File: src/rtl/jt9346_pkg.sv
// jt9346_pkg: opcodes, ext sub-codes and FSM states shared by the controller and the EEPROM model
package jt9346_pkg;
  localparam logic [1:0] OP_EXT   = 2'b00;
  localparam logic [1:0] OP_WRITE = 2'b01;
  localparam logic [1:0] OP_READ  = 2'b10;
  localparam logic [1:0] OP_ERASE = 2'b11;
  localparam logic [1:0] EXT_EWDS = 2'b00;
  localparam logic [1:0] EXT_WRAL = 2'b01;
  localparam logic [1:0] EXT_ERAL = 2'b10;
  localparam logic [1:0] EXT_EWEN = 2'b11;
  typedef enum logic [3:0] {
    S_IDLE, S_START, S_OP, S_ADDR, S_WDATA, S_RDATA, S_GAP, S_POLL, S_DONE
  } state_t;
  function automatic logic has_wdata(input logic [1:0] op, input logic [1:0] sub);
    return op == OP_WRITE || (op == OP_EXT && sub == EXT_WRAL);
  endfunction
  function automatic logic needs_poll(input logic [1:0] op, input logic [1:0] sub);
    return op == OP_WRITE || op == OP_ERASE ||
           (op == OP_EXT && (sub == EXT_WRAL || sub == EXT_ERAL));
  endfunction
endpackage

File: src/rtl/jt9346_sclk_gen.sv
// jt9346_sclk_gen: serial clock divider; each bit is DIV clk low then DIV clk high
module jt9346_sclk_gen #(
  parameter int DIV = 4
)(
  input  logic clk,
  input  logic rst_n,
  input  logic i_en,
  output logic o_sclk,
  output logic o_rise,
  output logic o_fall
);
  localparam int CW = $clog2(DIV);
  logic [CW-1:0] r_cnt;
  logic r_sclk, w_end;
  assign w_end  = i_en && r_cnt == CW'(DIV - 1);
  assign o_rise = w_end && !r_sclk;
  assign o_fall = w_end && r_sclk;
  assign o_sclk = r_sclk;
  always_ff @(posedge clk or negedge rst_n)
    if (!rst_n) begin
      r_cnt  <= '0;
      r_sclk <= 1'b0;
    end else begin
      r_cnt  <= (i_en && !w_end) ? r_cnt + 1'b1 : '0;
      r_sclk <= i_en && (r_sclk ^ w_end);
    end
endmodule

File: src/rtl/jt9346_ctrl.sv
// jt9346_ctrl: command-level controller for a 93C46-style serial EEPROM
module jt9346_ctrl
  import jt9346_pkg::*;
#(
  parameter int AW   = 6,
  parameter int DW   = 16,
  parameter int DIV  = 4,
  parameter int TOUT = 65535
)(
  input  logic          clk,
  input  logic          rst_n,
  input  logic          cmd_valid,
  output logic          cmd_ready,
  input  logic [1:0]    cmd_op,
  input  logic [AW-1:0] cmd_addr,
  input  logic [DW-1:0] cmd_data,
  output logic          rsp_valid,
  output logic [DW-1:0] rsp_data,
  output logic          rsp_err,
  output logic          sclk,
  output logic          sdi,
  output logic          scs,
  input  logic          sdo
);
  localparam int SW = 2 + AW + DW;
  localparam int BW = $clog2(AW + DW + 2);
  localparam int TW = $clog2(TOUT + 2 * DIV + 1);
  state_t r_st, w_nxt;
  logic [1:0] r_op, r_sub;
  logic [SW-1:0] r_sh;
  logic [DW-1:0] r_data;
  logic [BW-1:0] r_bit, w_lim;
  logic [TW-1:0] r_tmo;
  logic r_err, w_en, w_rise, w_fall, w_last, w_acc;
  assign w_en   = r_st inside {S_START, S_OP, S_ADDR, S_WDATA, S_RDATA};
  assign w_acc  = cmd_valid && r_st == S_IDLE;
  // RDATA carries one extra bit for the dummy 0 ahead of the data word
  assign w_lim  = r_st == S_OP ? BW'(1) : r_st == S_ADDR ? BW'(AW - 1) :
                  r_st == S_WDATA ? BW'(DW - 1) : r_st == S_RDATA ? BW'(DW) : '0;
  assign w_last = w_fall && r_bit == w_lim;
  assign rsp_data = r_data;
  assign rsp_err  = r_err;
  jt9346_sclk_gen #(.DIV(DIV)) u_sclk (
    .clk(clk), .rst_n(rst_n), .i_en(w_en), .o_sclk(sclk), .o_rise(w_rise), .o_fall(w_fall)
  );
  always_ff @(posedge clk or negedge rst_n)
    if (!rst_n) r_st <= S_IDLE;
    else r_st <= w_nxt;
  always_comb begin
    w_nxt = r_st;
    case (r_st)
      S_IDLE:  if (cmd_valid) w_nxt = S_START;
      S_START: if (w_last) w_nxt = S_OP;
      S_OP:    if (w_last) w_nxt = S_ADDR;
      S_ADDR:  if (w_last) w_nxt = has_wdata(r_op, r_sub) ? S_WDATA : r_op == OP_READ ? S_RDATA : S_GAP;
      S_WDATA: if (w_last) w_nxt = S_GAP;
      S_RDATA: if (w_last) w_nxt = S_GAP;
      S_GAP:   if (r_tmo == TW'(2 * DIV - 1)) w_nxt = needs_poll(r_op, r_sub) ? S_POLL : S_DONE;
      S_POLL:  if (sdo || r_tmo == TW'(TOUT - 1)) w_nxt = S_DONE;
      S_DONE:  w_nxt = S_IDLE;
      default: w_nxt = S_IDLE;
    endcase
  end
  always_comb begin
    cmd_ready = r_st == S_IDLE;
    rsp_valid = r_st == S_DONE;
    scs       = w_en || r_st == S_POLL;
    sdi       = r_st == S_START || (r_st inside {S_OP, S_ADDR, S_WDATA} && r_sh[SW-1]);
  end
  always_ff @(posedge clk or negedge rst_n)
    if (!rst_n) begin
      r_op   <= '0;
      r_sub  <= '0;
      r_sh   <= '0;
      r_data <= '0;
      r_bit  <= '0;
      r_tmo  <= '0;
      r_err  <= 1'b0;
    end else begin
      if (w_acc) begin
        r_op  <= cmd_op;
        r_sub <= cmd_addr[AW-1:AW-2];
        r_sh  <= {cmd_op, cmd_addr, cmd_data};
        r_err <= 1'b0;
      end else if (w_fall && r_st inside {S_OP, S_ADDR, S_WDATA}) r_sh <= r_sh << 1;
      else if (w_rise && r_st == S_RDATA && r_bit != '0) r_sh <= {r_sh[SW-2:0], sdo};
      if (r_st == S_POLL && w_nxt == S_DONE && !sdo) r_err <= 1'b1;
      if (r_st == S_RDATA && w_last) r_data <= r_sh[DW-1:0];
      r_bit <= w_last ? '0 : w_fall ? r_bit + 1'b1 : r_bit;
      r_tmo <= (r_st == w_nxt && r_st inside {S_GAP, S_POLL}) ? r_tmo + 1'b1 : '0;
    end
endmodule

File: config.mk
export PLATFORM = sky130hd
export DESIGN_NAME = jt9346_ctrl
export DESIGN_NICKNAME = d
export VERILOG_FILES = /design/src/rtl/jt9346_pkg.sv /design/src/rtl/jt9346_sclk_gen.sv /design/src/rtl/jt9346_ctrl.sv
export SDC_FILE = /design/constraint.sdc
export NUM_CORES = 1
export LEC_CHECK = 0
export ABC_AREA = 1
export ABC_CLOCK_PERIOD_IN_PS = 5140
export CAP_MARGIN = 20
export CORE_MARGIN = 3
export CORE_UTILIZATION = 43
export DETAILED_ROUTE_END_ITERATION = 12
export PLACE_DENSITY = 0.61
export SYNTH_ARGS = -nofsm -noshare
export SYNTH_HDL_FRONTEND = slang
export SYNTH_HIERARCHICAL = 1
export SYNTH_SLANG_ARGS = --single-unit
File: constraint.sdc
create_clock -name clk -period 5.14 [get_ports clk]
set_input_delay 1.028 -clock clk [delete_from_list [all_inputs] [get_ports clk]]
set_output_delay 1.028 -clock clk [all_outputs]
set_load 0.01 [all_outputs]
Word level (Yosys, flattened, before mapping)
Cells that the tools add are included.
- bits of input ports: 28
- register bits after elaboration: 74
- logic and storage cells: 94
- bitwise logic cells: 1
- reduce and logical (&&, ||, !) cells: 37
- equal/unequal tests: 19
- multiplexer cells: 24
- add/sub/neg operators: 3
- operators with widths (cell ; number):
    24-bit 2-to-1 mux ; 3
    4-bit 2-to-1 mux ; 8
    5-bit 2-to-1 mux ; 6
    4-bit case mux with 7 select lines ; 1
    17-bit by 1-bit adder with 17-bit output, second input constant ; 1
    17-bit by 16-bit == test with 1-bit output, second input constant ; 1
    17-bit by 3-bit == test with 1-bit output, second input constant ; 1
    1-bit logical AND ; 17
    17-bit 2-to-1 mux ; 1
    4-bit by 3-bit == test with 1-bit output, second input constant ; 4
    5-bit nonzero test ; 2
    2-bit == test, second input constant ; 4
    4-bit by 2-bit == test with 1-bit output, second input constant ; 2
    4-bit == test, second input constant ; 2
    1-bit logical OR ; 7
    2-bit 2-to-1 mux ; 3
    2-bit nonzero test ; 3
    3-bit nonzero test ; 2
    5-bit by 1-bit adder with 5-bit output, second input constant ; 1
    5-bit == test ; 1
    2-bit by 1-bit == test with 1-bit output, second input constant ; 2
    4-bit by 1-bit == test with 1-bit output, second input constant ; 1
    4-bit == test ; 1
    4-bit zero test ; 1
    6 further kinds ; 9

Logic depth before layout (Yosys ltp)
Gate-level depths: netlist of the first run.
- word-level depth: 13
- mapped depth: 17
- depth with buffers taken out: 15

Modules after synthesis
Netlist of the first run, hierarchy kept.
- modules (own cells, without submodules) (module ; area an instance (um^2) ; seq. area each (um^2) ; times used ; cells each):
    jt9346_ctrl ; 3709.8 ; 1776.7 ; 1 ; 437
    jt9346_sclk_gen ; 150.1 ; 75.1 ; 1 ; 16

Worst setup path after synthesis of the first run
No wires, ideal clock.
- path type: register -> register
- from: register r_st[3]
- to: register r_tmo[14]
- arrival: 2099 ps
- cell stages (with the launch flop): 16
- library setup time: 124 ps
- path slack: 2917 ps
- path through: dfrtp_1 -> nor2_2 -> nand2_2 -> nand2_1 -> inv_1 -> o21ai_0 -> nand2_1 -> inv_1 -> ha_1 -> buf_2 -> nand3_4 -> nand2_4 -> nand4_1 -> nand3_4 -> buf_12 -> nor2_4
- RTL lines (item ; RTL line ; text):
    start, declared ; jt9346_ctrl.sv:28 ; state_t r_st, w_nxt;
    start signal, assigned ; jt9346_ctrl.sv:48 ; else r_st <= w_nxt;
    4-bit by 1-bit == test with 1-bit output, or another cell as far along ; jt9346_ctrl.sv:35 ; assign w_en = r_st inside {S_START, S_OP, S_ADDR, S_WDATA, S_RDATA};
    5-bit nonzero test * ; jt9346_ctrl.sv:35 ;
    via w_en ; jt9346_ctrl.sv:34 ; logic r_err, w_en, w_rise, w_fall, w_last, w_acc;
    1-bit logical AND * ; jt9346_sclk_gen.sv:15 ; assign w_end = i_en && r_cnt == CW'(DIV - 1);
    1-bit logical AND * ; jt9346_sclk_gen.sv:17 ; assign o_fall = w_end && r_sclk;
    via w_fall ; jt9346_ctrl.sv:34 ;
    1-bit logical AND * ; jt9346_ctrl.sv:40 ; assign w_last = w_fall && r_bit == w_lim;
    4-bit 2-to-1 mux, on equally long branches ; n/a ;
    4-bit case mux with 7 select lines * ; jt9346_ctrl.sv:51 ; case (r_st)
    4-bit == test * ; jt9346_ctrl.sv:90 ; r_tmo <= (r_st == w_nxt && r_st inside {S_GAP, S_POLL}) ? r_tmo + 1'b1 : '0;
    1-bit logical AND * ; jt9346_ctrl.sv:90 ;
    17-bit 2-to-1 mux * ; jt9346_ctrl.sv:90 ;
    end signal, assigned ; jt9346_ctrl.sv:90 ;
    end, declared ; jt9346_ctrl.sv:33 ; logic [TW-1:0] r_tmo;
The timed path passes the listed nets; every way through them passes the cells marked *.
A chain may end at the register's enable or synchronous reset.

Worst setup path in the final report of the first run
- from: register r_st[3]
- to: output port sdi
- word-level cells in the longest chain between the ends: 4
- RTL lines (item ; RTL line ; text):
    4-bit by 2-bit == test with 1-bit output / 4-bit by 3-bit == test with 1-bit output (equally long branches) ; jt9346_ctrl.sv:68 ; sdi = r_st == S_START || (r_st inside {S_OP, S_ADDR, S_WDATA} && r_sh[SW-1]);
    3-bit nonzero test ; jt9346_ctrl.sv:68 ;
    1-bit logical AND ; jt9346_ctrl.sv:68 ;
    1-bit logical OR * ; jt9346_ctrl.sv:68 ;
    end, declared ; jt9346_ctrl.sv:21 ; output logic sdi,
Every way passes the cells marked *; elsewhere a longest branch is shown, timed or not.

==> flow_metrics.py, run 1 <==
metrics = {
    "logic_synthesis": {
        "syn-num-nets": 489,
        "synth_top_family_by_area": "simple AND/OR/NAND/NOR gates",
        "yosysUniqueCellTypes": 30,
        "synthSimpleGateAreaFrac_pct": 24.5,
        "synth_area_um2": 3860,
        "yosys_warnings": 6,
        "synth_seq_cells": 74,
        "yosysSeqAreaShare_pct": 48.0,
        "syn_area_per_cell_um2": 8.52,
        "synth_cells": 453,
        "synth_compound_gate_area_share_pct": 13.3,
        "synth.area.mux_share_pct": 0.292,
        "synthAdderAreaFrac_pct": 2.59,
        "synth_xor_area_share_pct": 2.72,
    },
    "power_and_ir_drop": {
        "p_clk_share_pct": 29.0,
        "p_per_area_nw_per_um2": 371,
        "power_switching_mw": 0.563,
        "p_sw_share_pct": 32.7,
        "seq_power_share_pct": 43.3,
        "peakVddDrop_v": 0.000189,
        "power_mw": 1.72,
        "p_leak_nw": 2.09,
        "pwr-share-comb_pct": 27.7,
        "intPower_mw": 1.16,
    },
    "sta": {
        "setup-tns-final_ps": 0,
        "setup_viol": 0,
        "finalMaxSlewViolations": 0,
        "worst_pin_slew_ps": 929,
        "rsz0062_at_grt": "no",
        "clock.fmax_mhz": 319,
        "fin_crit_sh_pct": 61.0,
        "slew_headroom_pct": 38.1,
        "period_needed_ps": 3130,
        "hold_viol_final": 0,
        "finClkSkew_ps": 4.01,
    },
    "global_routing": {
        "grt_max_degree": 75,
        "grt_overflow": 0,
        "antenna_found_initial": 0,
        "grt.total_usage_pct": 16.8,
        "grt_pass1_wl_mm": 13.5,
        "grt_pass1_vias": 2824,
    },
    "route": {
        "drtIter0Drc": 107,
        "drtPass1Iterations": 4,
        "top_layer": "met4",
        "route.detailed.drc": 0,
        "ant_nets": 0,
        "avgRoutedWirePerCell_um": 13.1,
        "wl_met2_mm": 3.63,
        "num_vias": 3024,
        "wirelength_mm": 7.99,
        "avgViaCountPerCell": 4.96,
        "wl_met3_um": 343,
        "wl_met1_mm": 3.93,
    },
    "layout": {
        "finalInstanceArea_um2": 4640,
        "layout-drive-gt1-share_pct": 9.90,
        "fin_nets": 537,
        "final_cells": 610,
        "final_common_cell": "nand2_1",
        "mostFrequentLayoutCells": "nand2_1, dfrtp_1, inv_1",
        "diodes": 0,
        "area_growth_syn_to_layout_pct": 20.1,
    },
    "clocking": {
        "clkLatencyLatePin_ps": 350,
        "cts-hold-fix-buffers": 0,
        "htreeDepth": 3,
        "clk_pin_slew_ps": 70,
        "clkSinkCount": 74,
        "cts_made_buffers": 9,
        "cts_tree": "yes",
        "cts_setup_buffers": 0,
        "ctsResizeCount": 0,
        "clock_path_buffers": 2,
        "root_buffer": "clkbuf_8",
    },
    "placed_design": {
        "dp.cells": 595,
        "gp_congestion": 0.846,
        "hpwl_mm": 5.66,
        "io_buffers": 49,
        "dpl_cell_area_um2": 4420,
    },
    "worst_setup_path": {
        "path_cells": "nor2_4 > nand2_2 > nand2_1 > inv_1 > o21ai_0 > clkdlybuf4s50_1",
        "cp_max_fo": 7,
        "critical_path_arrival_ps": 2110,
        "slowest_stage": "clkdlybuf4s50_1",
        "startpoint_type": "flip-flop",
        "required_ps": 4110,
        "crit_path_max_incr_delay_ps": 580,
        "crit_path_end_kind": "output pin",
        "path_class": "reg2out",
    },
    "floorplanning": {
        "die_x_um": 101,
        "core_area_um2": 8460,
        "initial_core_util_pct": 45.6,
        "ios": 50,
        "die_h_um": 101,
        "dieArea_um2": 10100,
        "rows": 33,
    },
    "run_status": {
        "outcome": "finished clean",
    },
    "job": {
        "maxCapViolations": 0,
    },
    "min_path": {
        "hold_class": "reg2reg",
    },
}
critical path: cells and delay by family, from the launching register on:
kind / cells / cell delay, ps
buf+inv: 2 / 650
flops: 1 / 450
simple gates: 3 / 440
compound gates: 1 / 200
power by group through the flow:
stage	logic, mW	clock network, mW	registers, mW
after global routing	0.548	0.538	0.758
after detailed placement	0.479	0	0.755
final	0.476	0.499	0.744
after CTS	0.482	0.514	0.744
after global placement	0.468	0	0.753
after floorplan	0.344	0	0.745
per-layer routing:
layer / track usage (%) / vias up
met5: 0 / -
met4: 4.77 / 0
met3: 4.64 / 9
met2: 25.7 / 58
met1: 23.4 / 1412
li1: - / 1545
state kept, by name, summed over array words and instances (netlist names):
signal,cells
r_bit,5
r_op,2
r_sh,24
r_st,4
r_sub,2
r_tmo,17
rsp_data,16
rsp_err,1
u_sclk/o_sclk,1
u_sclk/r_cnt,2
stage by stage:
step | setup WS (ps) | util, % | hold slack (ps)
global placement | 2330 | 52.2 | 422
finish | 2010 | 54.8 | 440
global route | 1840 | 54.8 | 456
detailed placement | 2280 | 52.2 | 432
floorplan | 2920 | - | 408
CTS | 1990 | 54.8 | 443
cells in the mapped netlist:
cell       number  area, um2
clkbuf_1        7       26.3
nor2_2          5       31.3
a31oi_1         3       18.8
o21ai_0        40        200
buf_2           7       35.0
nand2_2         4       25.0
nand3_1        19       95.1
xnor2_1         5       43.8
o21ai_1         1       5.00
xor2_1          7       61.3
nand4_1         7       43.8
nor2_4         12        135
nand2_1        98        368
ha_1            8        100
or2_2           1       6.26
o2bb2ai_1       1       8.76
nor3_1          4       20.0
inv_1          63        236
mux2_2          1       11.3
a21oi_1         2       10.0
nand2_4         1       11.3
nand3b_1        3       22.5
buf_12          1       20.0
inv_2           4       15.0
nor2_1         36        135
nand3_4         3       52.6
o21a_1         15        113
dfrtp_1        74       1850
o211ai_1       20        150
o21bai_1        1       7.51
cell families after synthesis:
group	count (synthesis)
muxes	1
buffers and inverters	82
xor gates and xnor gates	12
and+or+nand+nor	193
DFF	74
AOI/OAI and AO/OA	83
adders and majority gates	8
layout make-up:
cell class / instances / area, um2
clock buffer: 10 / 138
clock inverter: 5 / 78.8
fill: 792 / 3830
inverter: 67 / 251
multi-input combinational: 297 / 1680
sequential: 74 / 1850
tap: 105 / 131
timing repair buffer: 52 / 510
final timing paths:
| path | from | end | slack (ps) | cells after the start |
|---|---|---|---|---|
| worst max-delay path | r_st[3]$_DFF_PN0_ | sdi | 2010 | 6 |
| worst min-delay path | u_sclk/r_cnt[0]$_DFF_PN0_ | u_sclk/r_cnt[0]$_DFF_PN0_ | 440 | 1 |
| worst max register to register | r_st[0]$_DFF_PN0_ | rsp_data[0]$_DFFE_PN0P_ | 2330 | 11 |
| worst min register to register | u_sclk/r_cnt[0]$_DFF_PN0_ | u_sclk/r_cnt[0]$_DFF_PN0_ | 440 | 1 |
| max in group asynchronous | rst_n | r_bit[0]$_DFFE_PN0P_ | 3730 | 1 |
| min in group asynchronous | rst_n | rsp_data[6]$_DFFE_PN0P_ | 790 | 1 |
(Power assumes the default switching activity.)
==> run 2: changes to the inputs <==
- ABC_CLOCK_PERIOD_IN_PS: 5140 -> 3000
- clock period: 5.14 -> 3 ns (I/O delays scaled with it)
==> run 2 against run 1 <==
Utilization decreased by 0.10 points; register-to-register slack worse by 1900 ps; worst hold slack worse by 77 ps.
==> flow_metrics.py, run 2 (same netlist as run 1, synthesis figures left out) <==
metrics = {
    "worst_setup_path": {
        "crit_path_end": "sdi",
        "crit_family": "buffers and inverters",
        "worstSetupPathDepth": 6,
        "path_class": "reg2out",
        "startpoint": "r_st[3]$_DFF_PN0_",
        "slowest_stage": "clkdlybuf4s50_1",
        "cp_max_fo": 5,
        "required_ps": 2400,
        "r2r_cells": 12,
        "startpoint_type": "flip-flop",
        "cp_num_buf_inv": 2,
        "path_cells": "nor2_2 > nand2_2 > nand2_1 > inv_1 > o21ai_0 > clkdlybuf4s50_1",
        "r2r_setup_slack_ps": 400,
        "r2r-end": "r_tmo[0]$_DFF_PN0_",
        "crit_path_end_kind": "output pin",
        "rr_startpoint": "r_st[3]$_DFF_PN0_",
        "crit_path_max_incr_delay_ps": 600,
        "critical_path_arrival_ps": 2190,
    },
    "clocking": {
        "cts-hold-fix-buffers": 0,
        "htreeDepth": 3,
        "root_buffer": "clkbuf_8",
        "clock_path_buffers": 2,
        "clkLatencyLatePin_ps": 350,
        "clk_pin_slew_ps": 80,
        "cts_setup_buffers": 0,
        "cts_tree": "yes",
        "cts_made_buffers": 9,
        "clkSinkCount": 74,
    },
    "floorplanning": {
        "ios": 50,
        "die_h_um": 101,
        "dieArea_um2": 10100,
        "initial_core_util_pct": 45.6,
        "core_area_um2": 8460,
        "die_x_um": 101,
        "rows": 33,
    },
    "placed_design": {
        "dpl_cell_area_um2": 4430,
        "gp_congestion": 0.904,
        "hpwl_mm": 5.46,
        "io_buffers": 49,
        "dp.cells": 595,
        "pre_cts_slack_ps": 251,
    },
    "sta": {
        "slew_headroom_pct": 38.7,
        "period_needed_ps": 2790,
        "worst_pin_slew_ps": 919,
        "fin_crit_sh_pct": 92.9,
        "setup-tns-final_ps": 0,
        "clock.fmax_mhz": 359,
        "finClkSkew_ps": 7.43,
        "finalMaxSlewViolations": 0,
        "setup_viol": 0,
        "hold_ws_ps": 363,
        "fin_ws_ps": 214,
        "rsz0062_at_grt": "no",
        "hold_viol_final": 0,
    },
    "min_path": {
        "hold_class": "in2async",
    },
    "global_routing": {
        "grt.total_usage_pct": 16.8,
        "grt_overflow": 0,
        "grt_pass1_vias": 2883,
        "grt_max_degree": 75,
        "antenna_found_initial": 0,
        "grt_pass1_wl_mm": 13.6,
    },
    "power_and_ir_drop": {
        "power_mw": 2.86,
        "p_per_area_nw_per_um2": 618,
        "p_leak_nw": 2.08,
        "peakVddDrop_v": 0.000327,
    },
    "layout": {
        "finalInstanceArea_um2": 4630,
        "area_growth_syn_to_layout_pct": 19.9,
        "largest_register_ffs": 24,
        "fin_nets": 537,
        "mostFrequentLayoutCells": "nand2_1, dfrtp_1, inv_1",
        "final_cells": 611,
        "final_common_cell": "nand2_1",
        "fin_util_pct": 54.7,
        "n_fill_cell": 799,
        "layout-drive-gt1-share_pct": 10.1,
        "diodes": 0,
        "top_register": "r_sh",
    },
    "route": {
        "avgViaCountPerCell": 4.92,
        "drtPass1Iterations": 4,
        "drtIter0Drc": 130,
        "ant_nets": 0,
        "route.detailed.drc": 0,
        "wirelength_mm": 7.74,
        "num_vias": 3004,
        "avgRoutedWirePerCell_um": 12.7,
    },
    "run_status": {
        "outcome": "finished clean",
    },
    "job": {
        "maxCapViolations": 0,
    },
}
==> run 2: what timing repair did <==
item | in CTS | in global routing
gates resized for setup | 0 | 1
endpoints found under the hold margin | 0 | 0
endpoints found under the setup margin | 0 | 12
==> run 2: worst min path at each step <==
stage,startpoint,to,cells after the start,slack (ps)
3_5_place_dp,u_sclk/r_cnt[0]$_DFF_PN0_,u_sclk/r_cnt[0]$_DFF_PN0_,1,430
6_report,rst_n,rsp_data[7]$_DFFE_PN0P_,1,360
2_1_floorplan,rst_n,r_bit[0]$_DFFE_PN0P_,0,300
4_1_cts,rst_n,rsp_data[6]$_DFFE_PN0P_,1,420
5_1_grt,u_sclk/r_cnt[0]$_DFF_PN0_,u_sclk/r_cnt[0]$_DFF_PN0_,1,460
3_3_place_gp,u_sclk/r_cnt[0]$_DFF_PN0_,u_sclk/r_cnt[0]$_DFF_PN0_,1,420
==> run 2: per-layer routing <==
| layer | share of wire, % | vias up | global-route usage, % |
|---|---|---|---|
| met3 | 4.0 | 10 | 4.29 |
| met1 | 50 | 1406 | 23.8 |
| met2 | 44 | 42 | 25.5 |
| li1 | - | 1546 | - |
| met5 | 0 | - | 0 |
| met4 | 1.5 | 0 | 4.66 |
==> run 2: power breakdown <==
group | internal (mW) | total [mW] | switching, mW
Combinational | 0.309 | 0.811 | 0.503
Sequential | 1.20 | 1.27 | 0.0758
Clock | 0.386 | 0.778 | 0.392
Total | 1.89 | 2.86 | 0.971
==> run 2: layout make-up <==
cell class / count / area [um2] / share of cell area (%)
Clock buffer: 10 / 128 / 2.76
Multi-Input combinational cell: 297 / 1680 / 36.3
Clock inverter: 6 / 65.1 / 1.41
Sequential cell: 74 / 1850 / 40.0
Timing Repair Buffer: 52 / 523 / 11.3
Inverter: 67 / 251 / 5.43
Tap cell: 105 / 131 / 2.84
